$ cat config.mk
export PLATFORM = sky130hd
export DESIGN_NAME = mem_port_arbiter_flat
export DESIGN_NICKNAME = d
export VERILOG_FILES = /design/src/rtl/mem_arb_pkg.sv /design/src/rtl/mem_port_arbiter_if.sv /design/src/rtl/mem_arb_pick.sv /design/src/rtl/mem_port_arbiter.sv /design/src/flat_wrapper.sv
export SDC_FILE = /design/constraint.sdc
export NUM_CORES = 1
export LEC_CHECK = 0
export CAP_MARGIN = 15
export CORE_MARGIN = 2
export CORE_UTILIZATION = 25
export CTS_BUF_LIST = sky130_fd_sc_hd__clkbuf_16
export DETAILED_ROUTE_END_ITERATION = 6
export GPL_TIMING_DRIVEN = 1
export PLACE_DENSITY = 0.66
export RECOVER_POWER = 50
export SKIP_LAST_GASP = 1
export SLEW_MARGIN = 20
export SYNTH_ARGS = -nofsm -noshare
export SYNTH_HDL_FRONTEND = slang
export SYNTH_SLANG_ARGS = --single-unit
$ cat constraint.sdc
create_clock -name clk -period 9.9 [get_ports clk]
set_input_delay 0.99 -clock clk [delete_from_list [all_inputs] [get_ports clk]]
set_output_delay 0.99 -clock clk [all_outputs]
set_load 0.05 [all_outputs]
$ cat src/rtl/mem_arb_pkg.sv
`default_nettype none
// ============================================================================
// Module      : mem_arb_pkg
// Description : Shared types and constants for the memory port arbiter.
// Revision    : 1.0 - initial release
// ============================================================================
package mem_arb_pkg;

    typedef enum logic [1:0] {
        IDLE   = 2'd0,
        ACCESS = 2'd1,
        RESP   = 2'd2
    } state_t;

    typedef enum logic {
        OWN_IF = 1'b0,
        OWN_D  = 1'b1
    } owner_t;

    localparam int MEM_LAT_MAX = 15;
    localparam int c_CNT_W     = 4;

endpackage : mem_arb_pkg
`default_nettype wire

$ cat src/rtl/mem_port_arbiter_if.sv
`default_nettype none
// ============================================================================
// Module      : mem_port_arbiter_if
// Description : Requester handshakes and memory port bundled for the arbiter.
// Revision    : 1.0 - initial release
// ============================================================================
interface mem_port_arbiter_if #(
    parameter int ADDR_W = 64,
    parameter int DATA_W = 64
);
    logic              if_req;
    logic [ADDR_W-1:0] if_addr;
    logic              if_gnt;
    logic              if_valid;
    logic              d_req;
    logic              d_we;
    logic [ADDR_W-1:0] d_addr;
    logic [DATA_W-1:0] d_wdata;
    logic              d_gnt;
    logic              d_valid;
    logic [DATA_W-1:0] rdata;
    logic [ADDR_W-1:0] mem_addr;
    logic [DATA_W-1:0] mem_wdata;
    logic              mem_we;
    logic [DATA_W-1:0] mem_rdata;
    logic              busy;

    // Arbiter side
    modport slave (
        input  if_req, if_addr, d_req, d_we, d_addr, d_wdata, mem_rdata,
        output if_gnt, if_valid, d_gnt, d_valid, rdata,
               mem_addr, mem_wdata, mem_we, busy
    );

    // Requester / memory side
    modport master (
        output if_req, if_addr, d_req, d_we, d_addr, d_wdata, mem_rdata,
        input  if_gnt, if_valid, d_gnt, d_valid, rdata,
               mem_addr, mem_wdata, mem_we, busy
    );

endinterface : mem_port_arbiter_if
`default_nettype wire

$ cat src/rtl/mem_arb_pick.sv
`default_nettype none
// ============================================================================
// Module      : mem_arb_pick
// Description : Combinational winner selection between fetch and data.
//               ROUND_ROBIN_EN selects alternating tie-break, else data wins.
// Revision    : 1.0 - initial release
// ============================================================================
module mem_arb_pick
    import mem_arb_pkg::*;
(
    input  wire logic i_ifReq,
    input  wire logic i_dReq,
    input  owner_t    i_lastOwner,
    output owner_t    o_winner,
    output logic      o_anyReq
);

    assign o_anyReq = i_ifReq | i_dReq;

`ifdef ROUND_ROBIN_EN
    always_comb begin
        o_winner = OWN_IF;
        if (i_ifReq && i_dReq) begin
            // Tie goes to whoever was not served last
            o_winner = (i_lastOwner == OWN_D) ? OWN_IF : OWN_D;
        end else if (i_dReq) begin
            o_winner = OWN_D;
        end
    end
`else
    logic w_unusedLastOwner;
    assign w_unusedLastOwner = i_lastOwner;
    assign o_winner          = i_dReq ? OWN_D : OWN_IF;
`endif

endmodule : mem_arb_pick
`default_nettype wire

$ cat src/rtl/mem_port_arbiter.sv
`default_nettype none
// ============================================================================
// Module      : mem_port_arbiter
// Description : Shares one memory port between fetch and load/store paths
//               via request/grant handshakes. Option macro: ROUND_ROBIN_EN.
// Revision    : 1.0 - initial release
// ============================================================================
module mem_port_arbiter #(
    parameter int ADDR_W  = 64,
    parameter int DATA_W  = 64,
    parameter int MEM_LAT = 2
) (
    input wire logic         clk,
    input wire logic         rst,
    mem_port_arbiter_if.slave bus
);
    import mem_arb_pkg::*;

    localparam int c_LAT = (MEM_LAT > MEM_LAT_MAX) ? MEM_LAT_MAX :
                           ((MEM_LAT < 1) ? 1 : MEM_LAT);
    localparam logic [c_CNT_W-1:0] c_CNT_LOAD = c_CNT_W'(c_LAT - 1);

    state_t              r_state;
    state_t              w_nextState;
    owner_t              r_owner;
    owner_t              w_winner;
    logic                w_anyReq;
    logic                w_grant;
    logic [ADDR_W-1:0]   r_addr;
    logic [DATA_W-1:0]   r_wdata;
    logic [DATA_W-1:0]   r_rdata;
    logic                r_we;
    logic [c_CNT_W-1:0]  r_cnt;
    logic                w_ifGnt;
    logic                w_dGnt;
    logic                w_ifValid;
    logic                w_dValid;
    logic                w_memWe;
    logic                w_busy;

    mem_arb_pick u_pick (
        .i_ifReq     (bus.if_req),
        .i_dReq      (bus.d_req),
        .i_lastOwner (r_owner),
        .o_winner    (w_winner),
        .o_anyReq    (w_anyReq)
    );

    assign w_grant = (r_state == IDLE) && w_anyReq;

    always_ff @(posedge clk or posedge rst) begin
        if (rst) begin
            r_state <= IDLE;
        end else begin
            r_state <= w_nextState;
        end
    end

    // Stores load the counter with zero so every access exits on the same test
    always_comb begin
        w_nextState = r_state;
        w_ifGnt     = 1'b0;
        w_dGnt      = 1'b0;
        w_ifValid   = 1'b0;
        w_dValid    = 1'b0;
        w_memWe     = 1'b0;
        w_busy      = 1'b1;
        case (r_state)
            IDLE: begin
                w_busy = 1'b0;
                if (w_anyReq) begin
                    w_nextState = ACCESS;
                    w_ifGnt     = (w_winner == OWN_IF);
                    w_dGnt      = (w_winner == OWN_D);
                end
            end
            ACCESS: begin
                w_memWe = r_we;
                if (r_cnt == '0) begin
                    w_nextState = RESP;
                end
            end
            RESP: begin
                w_nextState = IDLE;
                w_ifValid   = (r_owner == OWN_IF);
                w_dValid    = (r_owner == OWN_D);
            end
            default: begin
                w_nextState = IDLE;
                w_busy      = 1'b0;
            end
        endcase
    end

    always_ff @(posedge clk or posedge rst) begin
        if (rst) begin
            r_owner <= OWN_D;
            r_addr  <= '0;
            r_wdata <= '0;
            r_rdata <= '0;
            r_we    <= 1'b0;
            r_cnt   <= '0;
        end else if (w_grant) begin
            r_owner <= w_winner;
            if (w_winner == OWN_D) begin
                r_addr  <= bus.d_addr;
                r_we    <= bus.d_we;
                r_wdata <= bus.d_wdata;
                r_cnt   <= bus.d_we ? '0 : c_CNT_LOAD;
            end else begin
                r_addr  <= bus.if_addr;
                r_we    <= 1'b0;
                r_cnt   <= c_CNT_LOAD;
            end
        end else if (r_state == ACCESS) begin
            if (r_cnt != '0) begin
                r_cnt <= r_cnt - 1'b1;
            end else if (!r_we) begin
                r_rdata <= bus.mem_rdata;
            end
        end
    end

    assign bus.if_gnt    = w_ifGnt;
    assign bus.d_gnt     = w_dGnt;
    assign bus.if_valid  = w_ifValid;
    assign bus.d_valid   = w_dValid;
    assign bus.mem_we    = w_memWe;
    assign bus.busy      = w_busy;
    assign bus.mem_addr  = r_addr;
    assign bus.mem_wdata = r_wdata;
    assign bus.rdata     = r_rdata;

endmodule : mem_port_arbiter
`default_nettype wire

$ cat src/flat_wrapper.sv
// flat-port wrapper written by rule: the top's interface ports become plain ports
module mem_port_arbiter_flat import mem_arb_pkg::*;
#(
    parameter int ADDR_W  = 64,
    parameter int DATA_W  = 64,
    parameter int MEM_LAT = 2
)
  (clk, rst, bus_if_req, bus_if_addr, bus_d_req, bus_d_we, bus_d_addr, bus_d_wdata, bus_mem_rdata, bus_if_gnt, bus_if_valid, bus_d_gnt, bus_d_valid, bus_rdata, bus_mem_addr, bus_mem_wdata, bus_mem_we, bus_busy);
  mem_port_arbiter_if #(.ADDR_W(ADDR_W), .DATA_W(DATA_W)) bus_i ();
  input wire logic clk;
  input wire logic rst;
  input wire logic [$bits(bus_i.if_req)-1:0] bus_if_req;
  input wire logic [$bits(bus_i.if_addr)-1:0] bus_if_addr;
  input wire logic [$bits(bus_i.d_req)-1:0] bus_d_req;
  input wire logic [$bits(bus_i.d_we)-1:0] bus_d_we;
  input wire logic [$bits(bus_i.d_addr)-1:0] bus_d_addr;
  input wire logic [$bits(bus_i.d_wdata)-1:0] bus_d_wdata;
  input wire logic [$bits(bus_i.mem_rdata)-1:0] bus_mem_rdata;
  output wire logic [$bits(bus_i.if_gnt)-1:0] bus_if_gnt;
  output wire logic [$bits(bus_i.if_valid)-1:0] bus_if_valid;
  output wire logic [$bits(bus_i.d_gnt)-1:0] bus_d_gnt;
  output wire logic [$bits(bus_i.d_valid)-1:0] bus_d_valid;
  output wire logic [$bits(bus_i.rdata)-1:0] bus_rdata;
  output wire logic [$bits(bus_i.mem_addr)-1:0] bus_mem_addr;
  output wire logic [$bits(bus_i.mem_wdata)-1:0] bus_mem_wdata;
  output wire logic [$bits(bus_i.mem_we)-1:0] bus_mem_we;
  output wire logic [$bits(bus_i.busy)-1:0] bus_busy;
  assign bus_i.if_req = bus_if_req;
  assign bus_i.if_addr = bus_if_addr;
  assign bus_i.d_req = bus_d_req;
  assign bus_i.d_we = bus_d_we;
  assign bus_i.d_addr = bus_d_addr;
  assign bus_i.d_wdata = bus_d_wdata;
  assign bus_i.mem_rdata = bus_mem_rdata;
  assign bus_if_gnt = bus_i.if_gnt;
  assign bus_if_valid = bus_i.if_valid;
  assign bus_d_gnt = bus_i.d_gnt;
  assign bus_d_valid = bus_i.d_valid;
  assign bus_rdata = bus_i.rdata;
  assign bus_mem_addr = bus_i.mem_addr;
  assign bus_mem_wdata = bus_i.mem_wdata;
  assign bus_mem_we = bus_i.mem_we;
  assign bus_busy = bus_i.busy;
  mem_port_arbiter #(.ADDR_W(ADDR_W), .DATA_W(DATA_W), .MEM_LAT(MEM_LAT)) u_core (.clk(clk), .rst(rst), .bus(bus_i));
endmodule
==> out/qor.yml <==
status: "finished, violations left"
violations: "capacitance limit, slew limit"
via_per_inst: 4.13
relSlewSlack_pct: -294
ctsResizeCount: 0
syn_to_final_growth_pct: 64.2
critPathMaxFanout: 131
startpoint_type: "primary input"
die_area_um2: 35400
r2r_setup_slack_ns: 5.53
drc: 0
ys_warn_count: 0
fin_tns_setup_ns: 0
die-width_um: 188
final_layout_size_suffix_gt1_share_pct: 14.0
maxCapViolCount: 4
post-dp-hpwl_um: 18200
tightest_slew_ns: 5.87
finalPower_mw: 5.15
crit_start: "rst"
p_per_area_nw_per_um2: 370
rr_startpoint: "u_core.r_state[1]"
cts_buffers: 17
fin_nets: 1317
place_ws_ns: 6.03
skew_ns: 0.0101
root_buffer: "clkbuf_16"
finalSetupViolCount: 0
design_area_um2: 13900
vias: 6241
power.leakage_nw: 5.96
cp.arrival_ns: 6.10
netlist_instances: 606
grt_use_total_pct: 13.8
critPathSlowestCell: "clkinvlp_2"
initial_core_util_pct: 25.3
ir_drop_mv: 0.208
synth_top_area_cell: "dfrtp_1"
num_rows: 67
antenna_found_initial: 0
grt_overflow: 0
grt_pass1_wl_um: 37800
max_clock_freq_mhz: 177
slowest_delay_ns: 3.23
synth.top_cell.area_share_pct: 58.8
antennaDiodeCount: 0
timing.rr.end: "u_core.bus.mem_wdata[9]"
syn_nets: 873
antenna_left: 0
fillerInstances: 3117
slew_violations: 265
grt_max_degree: 132
finalCritPeriodShare_pct: 57.0
synth_area_leaders: "dfrtp_1 59%, mux2_4 11%, mux2_2 9.2%, mux2i_1 7.6%, o21ai_0 3.8%"
io_pins: 459
finalHoldViolCount: 0
port_buffers: 458
clk_pin_slew_ns: 0.07
worstPathCellList: "dlygate4sd3_1 -> clkinvlp_2 -> buf_4"
avgSynthCellArea_um2: 14.0
worstSetupEndpointType: "async pin"
placed_area_um2: 13400
ys_ff_latch: 200
setup_slack_ns: 4.25
cts_tree: "built"
fp.coreArea_um2: 33400
seq_area_frac_synth_pct: 59.1
h-tree-depth: 4
die_height_um: 188
holdCritPathClass: "register to register"
rsz0062_at_grt: "false"
critPathKind: "primary input to async pin"
period_needed_ns: 5.65
reg2regPathDepth: 6
netlist_area_um2: 8470
wl_per_cell_um: 16.0
crit_end: "u_core.bus.rdata[53]"
clk_latency_ns: 0.44
ctsLongestPathBuffers: 2
grt_pass1_vias: 6661
worstPathRequired_ns: 10.35
firstDrtPassIters: 4
cts_setup_buffers: 0
clock_sink_count: 200
finalWeightedCongestion: 0.752
dpl.cell_count: 1479
final_cells: 1510
dr.first_iter.drc_count: 104
wirelength_um: 24100
ctsHoldBuffers: 0
ys_types: 27
-- worst max-delay path: cells and delay by family --
family                 cells  cell delay, ns
buffers and inverters      3            4.87
-- where the power goes --
group          switching, mW  internal, mW  total, mW
Clock                  0.326         0.424      0.750
Combinational           1.91          1.06       2.98
Sequential             0.207          1.21       1.42
Total                   2.45          2.70       5.15
-- per-stage QoR --
stage	util, %	hold slack, ns
floorplan	-	0.444
global placement	40.1	0.460
detailed placement	40.1	0.469
CTS	41.9	0.486
global route	41.6	0.501
finish	41.6	0.475
-- layout make-up --
| type | instances | area (µm²) | area share (%) |
|---|---|---|---|
| flip-flops and latches | 200 | 5010 | 36.0 |
| repair buffers | 464 | 4620 | 33.2 |
| multi-input cells | 359 | 3080 | 22.1 |
| well taps | 448 | 561 | 4.03 |
| clock buffers | 17 | 425 | 3.06 |
| clock inverters | 14 | 194 | 1.39 |
| inverters | 8 | 31.3 | 0.225 |
-- synthesized netlist by cell type --
library cell  instances
dfrtp_1             199
mux2_2               69
nand2_1              68
o21ai_0              65
mux2i_1              64
mux2_4               60
clkbuf_1             18
buf_2                13
inv_1                 8
nor2_1                7
buf_12                6
ha_1                  6
a211oi_1              4
a21oi_1               2
a31o_2                2
and2_1                2
buf_6                 2
nor3_1                2
a221oi_1              1
a22oi_1               1
and2_2                1
dfstp_2               1
nor2b_1               1
nor4b_4               1
o21a_1                1
o22a_1                1
or3b_1                1
-- flip-flops by register name, indices dropped and copies added, names as in the netlist --
name	cells
u_core.r_state	2
u_core.bus.rdata	64
u_core.bus.mem_addr	64
u_core.bus.mem_wdata	64
u_core.r_owner	1
u_core.r_cnt	4
u_core.r_we	1
-- worst min-delay path by stage --
stage / slack, ns / end / start / depth (start not counted)
6_report: 0.47 / u_core.bus.mem_addr[38] / u_core.bus.mem_addr[38] / 2
5_1_grt: 0.50 / u_core.bus.mem_addr[5] / u_core.bus.mem_addr[5] / 2
4_1_cts: 0.49 / u_core.bus.mem_addr[38] / u_core.bus.mem_addr[38] / 2
3_5_place_dp: 0.47 / u_core.bus.mem_addr[21] / u_core.bus.mem_addr[21] / 2
3_3_place_gp: 0.46 / u_core.bus.mem_addr[21] / u_core.bus.mem_addr[21] / 2
2_1_floorplan: 0.44 / u_core.r_owner / u_core.r_owner / 2
-- layout by cell type, fill, tap and decap left out --
| cell type | n |
|---|---|
| o21a_1 | 1 |
| nor2b_1 | 1 |
| o21ai_0 | 65 |
| clkinv_2 | 2 |
| inv_8 | 1 |
| mux2_4 | 43 |
| clkinv_1 | 1 |
| and2_0 | 1 |
| o22a_1 | 1 |
| clkinvlp_2 | 1 |
| clkbuf_16 | 17 |
| inv_1 | 7 |
| a22oi_1 | 1 |
| clkinvlp_4 | 3 |
| mux2i_1 | 64 |
| mux2_2 | 68 |
| a21oi_1 | 2 |
| inv_6 | 3 |
| nor2_1 | 7 |
| and2_1 | 2 |
| buf_4 | 4 |
| dlygate4sd3_1 | 62 |
| or3b_1 | 1 |
| a221oi_1 | 1 |
| a31o_2 | 2 |
| a211oi_1 | 4 |
| dfrtp_1 | 199 |
| nand2_1 | 68 |
| mux2_1 | 18 |
| bufinv_16 | 4 |
| clkdlybuf4s50_1 | 395 |
| nor4b_1 | 1 |
| nor3_1 | 2 |
| dfstp_2 | 1 |
| ha_1 | 6 |
| clkbuf_1 | 3 |
-- per-layer routing --
layer	wire length (µm)	track usage, %
met3	2030	4.64
met1	10000	16.4
met4	465	4.97
met5	0	0
met2	11600	23.2
-- cells by family (layout without fill, tap and decap cells) --
group           after synthesis  in the layout  synth area share (%)
simple gates                 83             83                  4.14
fa+ha+maj                     6              6                 0.886
compound gates               77             77                  4.90
buf+inv                      47            503                  3.60
flops                       200            200                  59.1
mux                         193            193                  27.4
(Power assumes the default switching activity.)
